--- src/rtl/wr_buffer_pkg.sv ---
// ----------------------------------------------------------------------------
// wr_buffer_pkg
//   Shared definitions for the posted store buffer: store size codes,
//   byte-enable constants and the drain FSM state encoding.
// ----------------------------------------------------------------------------
package wr_buffer_pkg;

    // Store size codes as presented on WB_Size
    localparam logic [1:0] WB_SZ_BYTE = 2'b00;
    localparam logic [1:0] WB_SZ_HALF = 2'b01;
    localparam logic [1:0] WB_SZ_WORD = 2'b10;
    localparam logic [1:0] WB_SZ_RSVD = 2'b11;

    // Byte-enable patterns, bit i = byte lane i (little-endian)
    localparam logic [3:0] WB_BE_NONE    = 4'b0000;
    localparam logic [3:0] WB_BE_BYTE    = 4'b0001;
    localparam logic [3:0] WB_BE_LO_HALF = 4'b0011;
    localparam logic [3:0] WB_BE_HI_HALF = 4'b1100;
    localparam logic [3:0] WB_BE_WORD    = 4'b1111;

    // Drain FSM states
    typedef enum logic {
        WB_IDLE = 1'b0,
        WB_REQ  = 1'b1
    } wb_state_e;

    // Reserved size is stored as a word but flagged as an error
    function automatic logic size_is_rsvd(input logic [1:0] size);
        return size == WB_SZ_RSVD;
    endfunction

endpackage

--- src/rtl/wr_buffer_format.sv ---
// ----------------------------------------------------------------------------
// wr_buffer_format
//   Combinational lane replicator and byte-enable generator. Stores are
//   formatted once at push time so the buffer holds memory-ready entries.
//
//   Ports
//     addr_lo   in   2   low address bits (byte offset within the word)
//     size      in   2   store size code
//     data      in   32  right-justified store data
//     data_fmt  out  32  lane-replicated data
//     be        out  4   byte enables
// ----------------------------------------------------------------------------
module wr_buffer_format
    import wr_buffer_pkg::*;
(
    input  logic [1:0]  addr_lo,
    input  logic [1:0]  size,
    input  logic [31:0] data,
    output logic [31:0] data_fmt,
    output logic [3:0]  be
);

    always_comb begin
        data_fmt = data;
        be       = WB_BE_WORD;
        case (size)
            WB_SZ_BYTE: begin
                data_fmt = {4{data[7:0]}};
                be       = WB_BE_BYTE << addr_lo;
            end
            WB_SZ_HALF: begin
                // addr_lo[0] is ignored: halfwords are forced to lane pairs
                data_fmt = {2{data[15:0]}};
                be       = addr_lo[1] ? WB_BE_HI_HALF : WB_BE_LO_HALF;
            end
            default: begin
                // word and reserved: data as-is, all lanes enabled
                data_fmt = data;
                be       = WB_BE_WORD;
            end
        endcase
    end

endmodule

--- src/rtl/wr_buffer.sv ---
// ----------------------------------------------------------------------------
// wr_buffer
//   Posted store buffer. Captures core stores, formats them to byte lanes and
//   drains them in order to external memory over a req/ack handshake. The
//   core only stalls on WB_Full and waits for WB_Empty before loads.
//
//   Ports
//     sysclk    in   1   system clock
//     reset     in   1   synchronous active-high reset
//     WB_Push   in   1   store request, Addr/Data/Size valid this cycle
//     WB_Addr   in   AW  store byte address
//     WB_Data   in   DW  right-justified store data
//     WB_Size   in   2   00 byte, 01 half, 10 word, 11 reserved (word + error)
//     WB_Full   out  1   buffer holds DEPTH entries
//     WB_Empty  out  1   nothing buffered and nothing in flight
//     WB_Err    out  1   sticky: push while full or reserved size
//     MEM_Req   out  1   memory write request
//     MEM_Addr  out  AW  word-aligned address of head entry
//     MEM_Data  out  DW  lane-replicated head data
//     MEM_BE    out  4   head byte enables
//     MEM_Ack   in   1   memory accepted the current request
//
//   FSM states
//     state    | meaning
//     ---------+-------------------------------------------------------
//     WB_IDLE  | no request outstanding; leaves when an entry is held
//     WB_REQ   | MEM_Req high, head entry presented until MEM_Ack
// ----------------------------------------------------------------------------
module wr_buffer #(
    parameter int DEPTH = 4,
    parameter int AW    = 32,
    parameter int DW    = 32
) (
    input  logic          sysclk,
    input  logic          reset,
    input  logic          WB_Push,
    input  logic [AW-1:0] WB_Addr,
    input  logic [DW-1:0] WB_Data,
    input  logic [1:0]    WB_Size,
    output logic          WB_Full,
    output logic          WB_Empty,
    output logic          WB_Err,
    output logic          MEM_Req,
    output logic [AW-1:0] MEM_Addr,
    output logic [DW-1:0] MEM_Data,
    output logic [3:0]    MEM_BE,
    input  logic          MEM_Ack
);
    import wr_buffer_pkg::*;

    localparam int PW = (DEPTH > 1) ? $clog2(DEPTH) : 1;
    localparam int CW = PW + 1;

    // Entry storage, kept as parallel arrays (address, data, byte enables)
    logic [AW-1:0] ent_addr [DEPTH];
    logic [DW-1:0] ent_data [DEPTH];
    logic [3:0]    ent_be   [DEPTH];

    logic [PW-1:0] wr_ptr;
    logic [PW-1:0] rd_ptr;
    logic [CW-1:0] count;
    logic [CW-1:0] count_next;
    wb_state_e     state;
    logic          err;

    logic          full;
    logic          push_ok;
    logic          pop;
    logic [DW-1:0] fmt_data;
    logic [3:0]    fmt_be;

    wr_buffer_format u_format (
        .addr_lo  (WB_Addr[1:0]),
        .size     (WB_Size),
        .data     (WB_Data),
        .data_fmt (fmt_data),
        .be       (fmt_be)
    );

    // Full is taken from the pre-edge count, so a push into a full buffer is
    // dropped even when the head pops on the same edge.
    assign full    = (count == CW'(DEPTH));
    assign push_ok = WB_Push & ~full;
    assign pop     = (state == WB_REQ) & MEM_Ack;

    always_comb begin
        count_next = count;
        case ({push_ok, pop})
            2'b10:   count_next = count + CW'(1);
            2'b01:   count_next = count - CW'(1);
            default: count_next = count;
        endcase
    end

    always_ff @(posedge sysclk) begin
        if (reset) begin
            wr_ptr <= '0;
            rd_ptr <= '0;
            count  <= '0;
            state  <= WB_IDLE;
            err    <= 1'b0;
            for (int i = 0; i < DEPTH; i++) begin
                ent_addr[i] <= '0;
                ent_data[i] <= '0;
                ent_be[i]   <= WB_BE_NONE;
            end
        end else begin
            if (push_ok) begin
                ent_addr[wr_ptr] <= {WB_Addr[AW-1:2], 2'b00};
                ent_data[wr_ptr] <= fmt_data;
                ent_be[wr_ptr]   <= fmt_be;
                wr_ptr           <= wr_ptr + 1'b1;
            end

            if (pop) begin
                rd_ptr <= rd_ptr + 1'b1;
            end

            count <= count_next;

            if (WB_Push && (full || size_is_rsvd(WB_Size))) begin
                err <= 1'b1;
            end

            case (state)
                WB_IDLE: begin
                    // MEM_Ack is ignored here; pop is gated by WB_REQ
                    if (count != '0) begin
                        state <= WB_REQ;
                    end
                end
                WB_REQ: begin
                    if (MEM_Ack && (count_next == '0)) begin
                        state <= WB_IDLE;
                    end
                end
                default: state <= WB_IDLE;
            endcase
        end
    end

    // A pending request always has count > 0, so count alone covers in-flight.
    assign WB_Full  = full;
    assign WB_Empty = (count == '0) && (state == WB_IDLE);
    assign WB_Err   = err;

    assign MEM_Req  = (state == WB_REQ);
    assign MEM_Addr = MEM_Req ? ent_addr[rd_ptr] : '0;
    assign MEM_Data = MEM_Req ? ent_data[rd_ptr] : '0;
    assign MEM_BE   = MEM_Req ? ent_be[rd_ptr]   : WB_BE_NONE;

endmodule

--- config.mk ---
export PLATFORM = sky130hd
export DESIGN_NAME = wr_buffer
export DESIGN_NICKNAME = d
export VERILOG_FILES = /design/src/rtl/wr_buffer_pkg.sv /design/src/rtl/wr_buffer_format.sv /design/src/rtl/wr_buffer.sv
export SDC_FILE = /design/constraint.sdc
export NUM_CORES = 1
export LEC_CHECK = 0
export BUFFER_PORTS_ARGS = -buffer_cell sky130_fd_sc_hd__buf_2
export CAP_MARGIN = 15
export CORE_ASPECT_RATIO = 1.1
export CORE_UTILIZATION = 46
export CTS_CLUSTER_SIZE = 16
export DETAILED_ROUTE_END_ITERATION = 12
export PLACE_DENSITY_LB_ADDON = 0.12
export RECOVER_POWER = 100
export SYNTH_ARGS = -nofsm -noshare
export SYNTH_HDL_FRONTEND = slang
export SYNTH_HIERARCHICAL = 1
export SYNTH_SLANG_ARGS = --single-unit
--- constraint.sdc ---
create_clock -name sysclk -period 5.1 [get_ports sysclk]
set_input_delay 0.255 -clock sysclk [delete_from_list [all_inputs] [get_ports sysclk]]
set_output_delay 0.255 -clock sysclk [all_outputs]
set_load 0.05 [all_outputs]
Word-level counts from Yosys, hierarchy flattened
Memories as Yosys holds them, arrays and structs flattened. A register that Yosys moved wholly into a read port is not among the register bits.
Cells that the tools add are included.
W data, S select, Z words.
Storage, ports and cells
  flip-flop bits (word level): 9
  RAM bits: 264
  bits of input ports: 70
  output and inout port bits: 72
  word-level logic and storage cells: 63
  memories: 3
Operators by class
  add/subtract/negate cells: 4
  eq/ne operators: 5
  shift operators: 1
  multiplexer cells: 30
  bitwise operators: 4
  reductions and logical operators: 11
Memories
  ent_data: words 4, width 32, read ports 1, clocked after Yosys merged registers in 1, write ports 4, line wr_buffer.sv:56  | logic [DW-1:0] ent_data [DEPTH];
  ent_addr: words 4, width 30, read ports 1, clocked after Yosys merged registers in 1, write ports 4, line wr_buffer.sv:55  | logic [AW-1:0] ent_addr [DEPTH];
  ent_be: words 4, width 4, read ports 1, clocked after Yosys merged registers in 1, write ports 4, line wr_buffer.sv:57  | logic [3:0] ent_be [DEPTH];
Operator list (count)
  $mux W32: 3
  $pmux W32 S2: 1
  $reduce_or A32 Y1: 1
  $mux W30: 1
  $reduce_or A30 Y1: 1
  $mux W2: 9
  $mux W4: 3
  $mux W1: 10
  $pmux W4 S2: 1
  $logic_not A3 Y1: 2
  $pmux W3 S2: 1
  $add A2 B1 Y2 const B: 2
  $eq A2 B1 Y1 const B: 2
  $eq A2 B2 Y1 const B: 2
  $reduce_or A4 Y1: 1
  $shl A1 B2 Y4 const A: 1
  $add A3 B1 Y3 const B: 1
  $eq A3 B3 Y1 const B: 1
  $logic_and A1 B1 Y1: 3
  $reduce_bool A3 Y1: 1
  $sub A3 B1 Y3 const B: 1
  $and A1 B1 Y1: 2
  $logic_not A2 Y1: 1
  $not A1 Y1: 2
  other kinds (2): 2

Longest topological paths before layout
  depth in word-level cells: 9
  mapped depth: 8
  depth with buffers taken out: 7

Modules after synthesis
The synthesis kept the hierarchy.
By module, submodules not included
  wr_buffer: instances 1, cells each 778, area an instance 12483.2 µm², seq. area each 8147.8 µm²
  wr_buffer_format: instances 1, cells each 60, area an instance 531.8 µm², seq. area each 0.0 µm²

Worst setup path after synthesis
OpenSTA, ideal clock, no wires.
  path type: register -> register
  start: reg count[0]
  end: mem ent_addr[2][0] (netlist name), enable pin
  setup time: 504 ps
  arrival time: 3974 ps
  data required time: 4596 ps
  path slack: 622 ps
  cell stages (with the launch flop): 5
  buffers on the path: 1
  period minus slack after synthesis: 4478 ps
  cells stage by stage: dfxtp_1 nor3b_4 buf_6 nand2b_1 o21bai_1
RTL lines
  from (decl): line wr_buffer.sv:61  | logic [CW-1:0] count;
  from (signal assigned): line wr_buffer.sv:119  | count <= count_next;
  to (decl): line wr_buffer.sv:55

==> run_results.csv <==
group,metric,value,unit
drt,wl_per_cell,21.09,µm
logic_synthesis,synth_edf_count,264,
job,maxCapViolCount,5,
floorplan,start_util,46.84,%
sta,slew_headroom,-41.09,%
sta,finalSetupTns,0,ps
clock_tree,cts_sinks,275,
sta,finalCritPeriodShare,76.09,%
logic_synthesis,avgSynthCellArea,15.53,µm²
sta,finalMaxSlewViolations,235,
clock_tree,cts_buffer_depth,3,
global_route,grt_usage,20.32,%
clock_tree,cts_setup_buffers,0,
logic_synthesis,yosysSeqAreaShare,62.60,%
sta,final-setup-viol-count,0,
clock_tree,cts_tree,"built",
pwr,power,6.224,mW
drt,drt_iter0_drc,407,
floorplan,dieArea,28970,µm²
logic_synthesis,async_flop_share,0,%
sta,fin_crit,3880,ps
floorplan,die_h,178.4,µm
sta,max_freq,257.7,MHz
setup_path,crit_type,"reg2out",
pwr,powerDensity,425.4,nW/µm²
logic_synthesis,yosysWarnings,6,
setup_path,end_kind,"primary output",
clock_tree,path_clk_slew,60,ps
finish,layout.nets,1032,
pwr,p_leak,5.358,nW
clock_tree,clk_latency,550,ps
sta,finalHoldViolCount,0,
setup_path,start_kind,"register",
global_route,grt_pass1_wl,43390,µm
finish,num_antenna_cells,0,
clock_tree,cts-resized-gates,0,
status,violations,"max-capacitance violations, max-slew violations",
clock_tree,cts_buffers,30,
status,outcome,"finished with violations",
drt,drc_errors,0,
global_route,grt_pass1_vias,7398,
pwr,irDropWorstVdd,0.2351,mV
clock_tree,clockRootBuffer,"clkbuf_16",
worst_hold_path,hold_class,"in2reg",
finish,fill_cells,2417,
global_route,gr-total-overflow,0,
sta,rsz0062_at_grt,"false",
logic_synthesis,ys_ff_latch,275,
drt,vias_per_cell,5.164,
global_route,grt_max_degree,70,
setup_path,cp_max_fo,29,
finish,drive_gt1_share,23.98,%
drt,postRouteAntennaNets,0,
floorplan,design.portCount,142,
logic_synthesis,postSynthCellCount,838,
setup_path,r2r_setup_slack,1340,ps
setup_path,required,4850,ps
floorplan,num_rows,64,
sta,finClkSkew,12.38,ps
drt,dr_total_vias,6956,
global_route,antenna_found_initial,0,
logic_synthesis,synthFlopType,"edfxtp_1",
clock_tree,htree_levels,1,
drt,drt_pass1_iterations,5,
sta,worst-slew-pin-transition,2116,ps
setup_path,cp.arrival,3630,ps
logic_synthesis,synth.cell_area,13010,µm²
finish,areaGrowthSynthToFinish,12.40,%
clock_tree,hold_buffers,2,
drt,drt-total-wl,28410,µm
placement,place.gp.congestion,0.7206,
floorplan,core-area,27790,µm²
floorplan,die_width,162.4,µm
logic_synthesis,ys_types,41,
placement,dp_hpwl,15770,µm
placement,portBuffers,139,
## critical path: stages, from the launching register on
cell,delay [ps]
dfxtp_1,1390
clkbuf_1,850
mux4_2,410
and2_1,200
buf_2,220
## layer usage
metal | track usage (%) | vias up | part of all wire, %
met4 | 4.835 | 0 | 1.6
met2 | 35.99 | 175 | 51
li1 | - | 3267 | -
met1 | 26.61 | 3482 | 42
met3 | 2.441 | 32 | 4.6
met5 | 0 | - | 0
## cell families after synthesis
family                     count (synthesis)  synth area share (%)
muxes                                     91                 13.50
other                                      1               0.02881
AOI/OAI and AO/OA                         25                 1.336
and+or+nand+nor                          370                 17.94
DFF                                      275                 62.60
xor gates and xnor gates                   4                0.2692
buffers and inverters                     70                 4.076
adders and majority gates                  2                0.2499
## layout by cell type (no fill, tap or decap), types with 3 or more instances in the layout
master	synthesis	layout
a21o_1	3	3
a21oi_1	5	5
and2_0	1	96
and2_1	330	235
buf_2	7	87
buf_4	10	6
clkbuf_1	20	66
clkbuf_16	0	31
clkbuf_2	0	5
clkinv_1	0	5
clkinv_2	0	5
dfxtp_1	11	10
edfxtp_1	264	264
inv_1	4	4
mux2_2	16	16
mux2i_1	9	9
mux4_2	66	66
nand2_1	10	10
nand2b_1	3	3
nor2_1	8	9
o21ai_0	5	5
o21ai_2	8	8
o21bai_1	3	3
or3_1	3	3
xor2_1	3	3
## stage by stage
step / util, % / instances / hold WS [ps] / area [µm²] / worst slack, ps
floorplan: - / 839 / 416.6 / 13020 / 622.0
global placement: 49.70 / 1289 / 435.9 / 13810 / 2348
detailed placement: 49.70 / 1289 / 441.5 / 13810 / 2320
CTS: 53.17 / 1347 / 0.9094 / 14770 / 1858
global route: 52.65 / 1347 / 11.61 / 14630 / 980.0
finish: 52.65 / 1347 / 16.79 / 14630 / 1220
## layout make-up
cell class                 instances  area [µm²]  area share, %
clock inverter                    13       112.6         0.7698
inverter                           4       15.01         0.1026
multi-input combinational        494        4333          29.62
sequential                       275        8152          55.72
tap                              363       454.2          3.105
clock buffer                      43       830.8          5.679
timing repair buffer             155       732.0          5.003
## cell usage after synthesis (2+ instances only)
library cell	count	area [µm²]
a21o_1	3	22.52
a21oi_1	5	25.02
and2_1	330	2064
buf_2	7	35.03
buf_4	10	75.07
buf_6	28	315.3
clkbuf_1	20	75.07
dfxtp_1	11	220.2
edfxtp_1	264	7928
inv_1	4	15.01
mux2_2	16	180.2
mux2i_1	9	90.09
mux4_2	66	1486
nand2_1	10	37.54
nand2b_1	3	18.77
nand2b_4	2	27.53
nor2_1	8	30.03
o21ai_0	5	25.02
o21ai_2	8	70.07
o21bai_1	3	22.52
or3_1	3	18.77
or3b_2	2	17.52
xor2_1	3	26.28
## state kept, by name, summed over array words and instances (netlist names), named ones only
| register | flops |
|---|---|
| MEM_Req | 1 |
| ent_data | 128 |
| wr_ptr | 2 |
| rd_ptr | 2 |
| ent_be | 16 |
| WB_Err | 1 |
| ent_addr | 120 |
| count | 3 |
## power by group
part           switching, mW  internal, mW  leakage (nW)
Combinational          0.890         0.436          2.06
Sequential             0.107          2.69          2.84
Clock                  0.869          1.23         0.462
## worst paths after layout
| kind | startpoint | endpoint | cells after the start |
|---|---|---|---|
| max | register | MEM_Data[9] | 4 |
| min | WB_Addr[23] | ent_addr[2][21] | 2 |
| max reg2reg | count[0] | ent_addr[0][26] | 4 |
| min reg2reg | WB_Err | WB_Err | 2 |
Power figures use the tool's default switching activity.
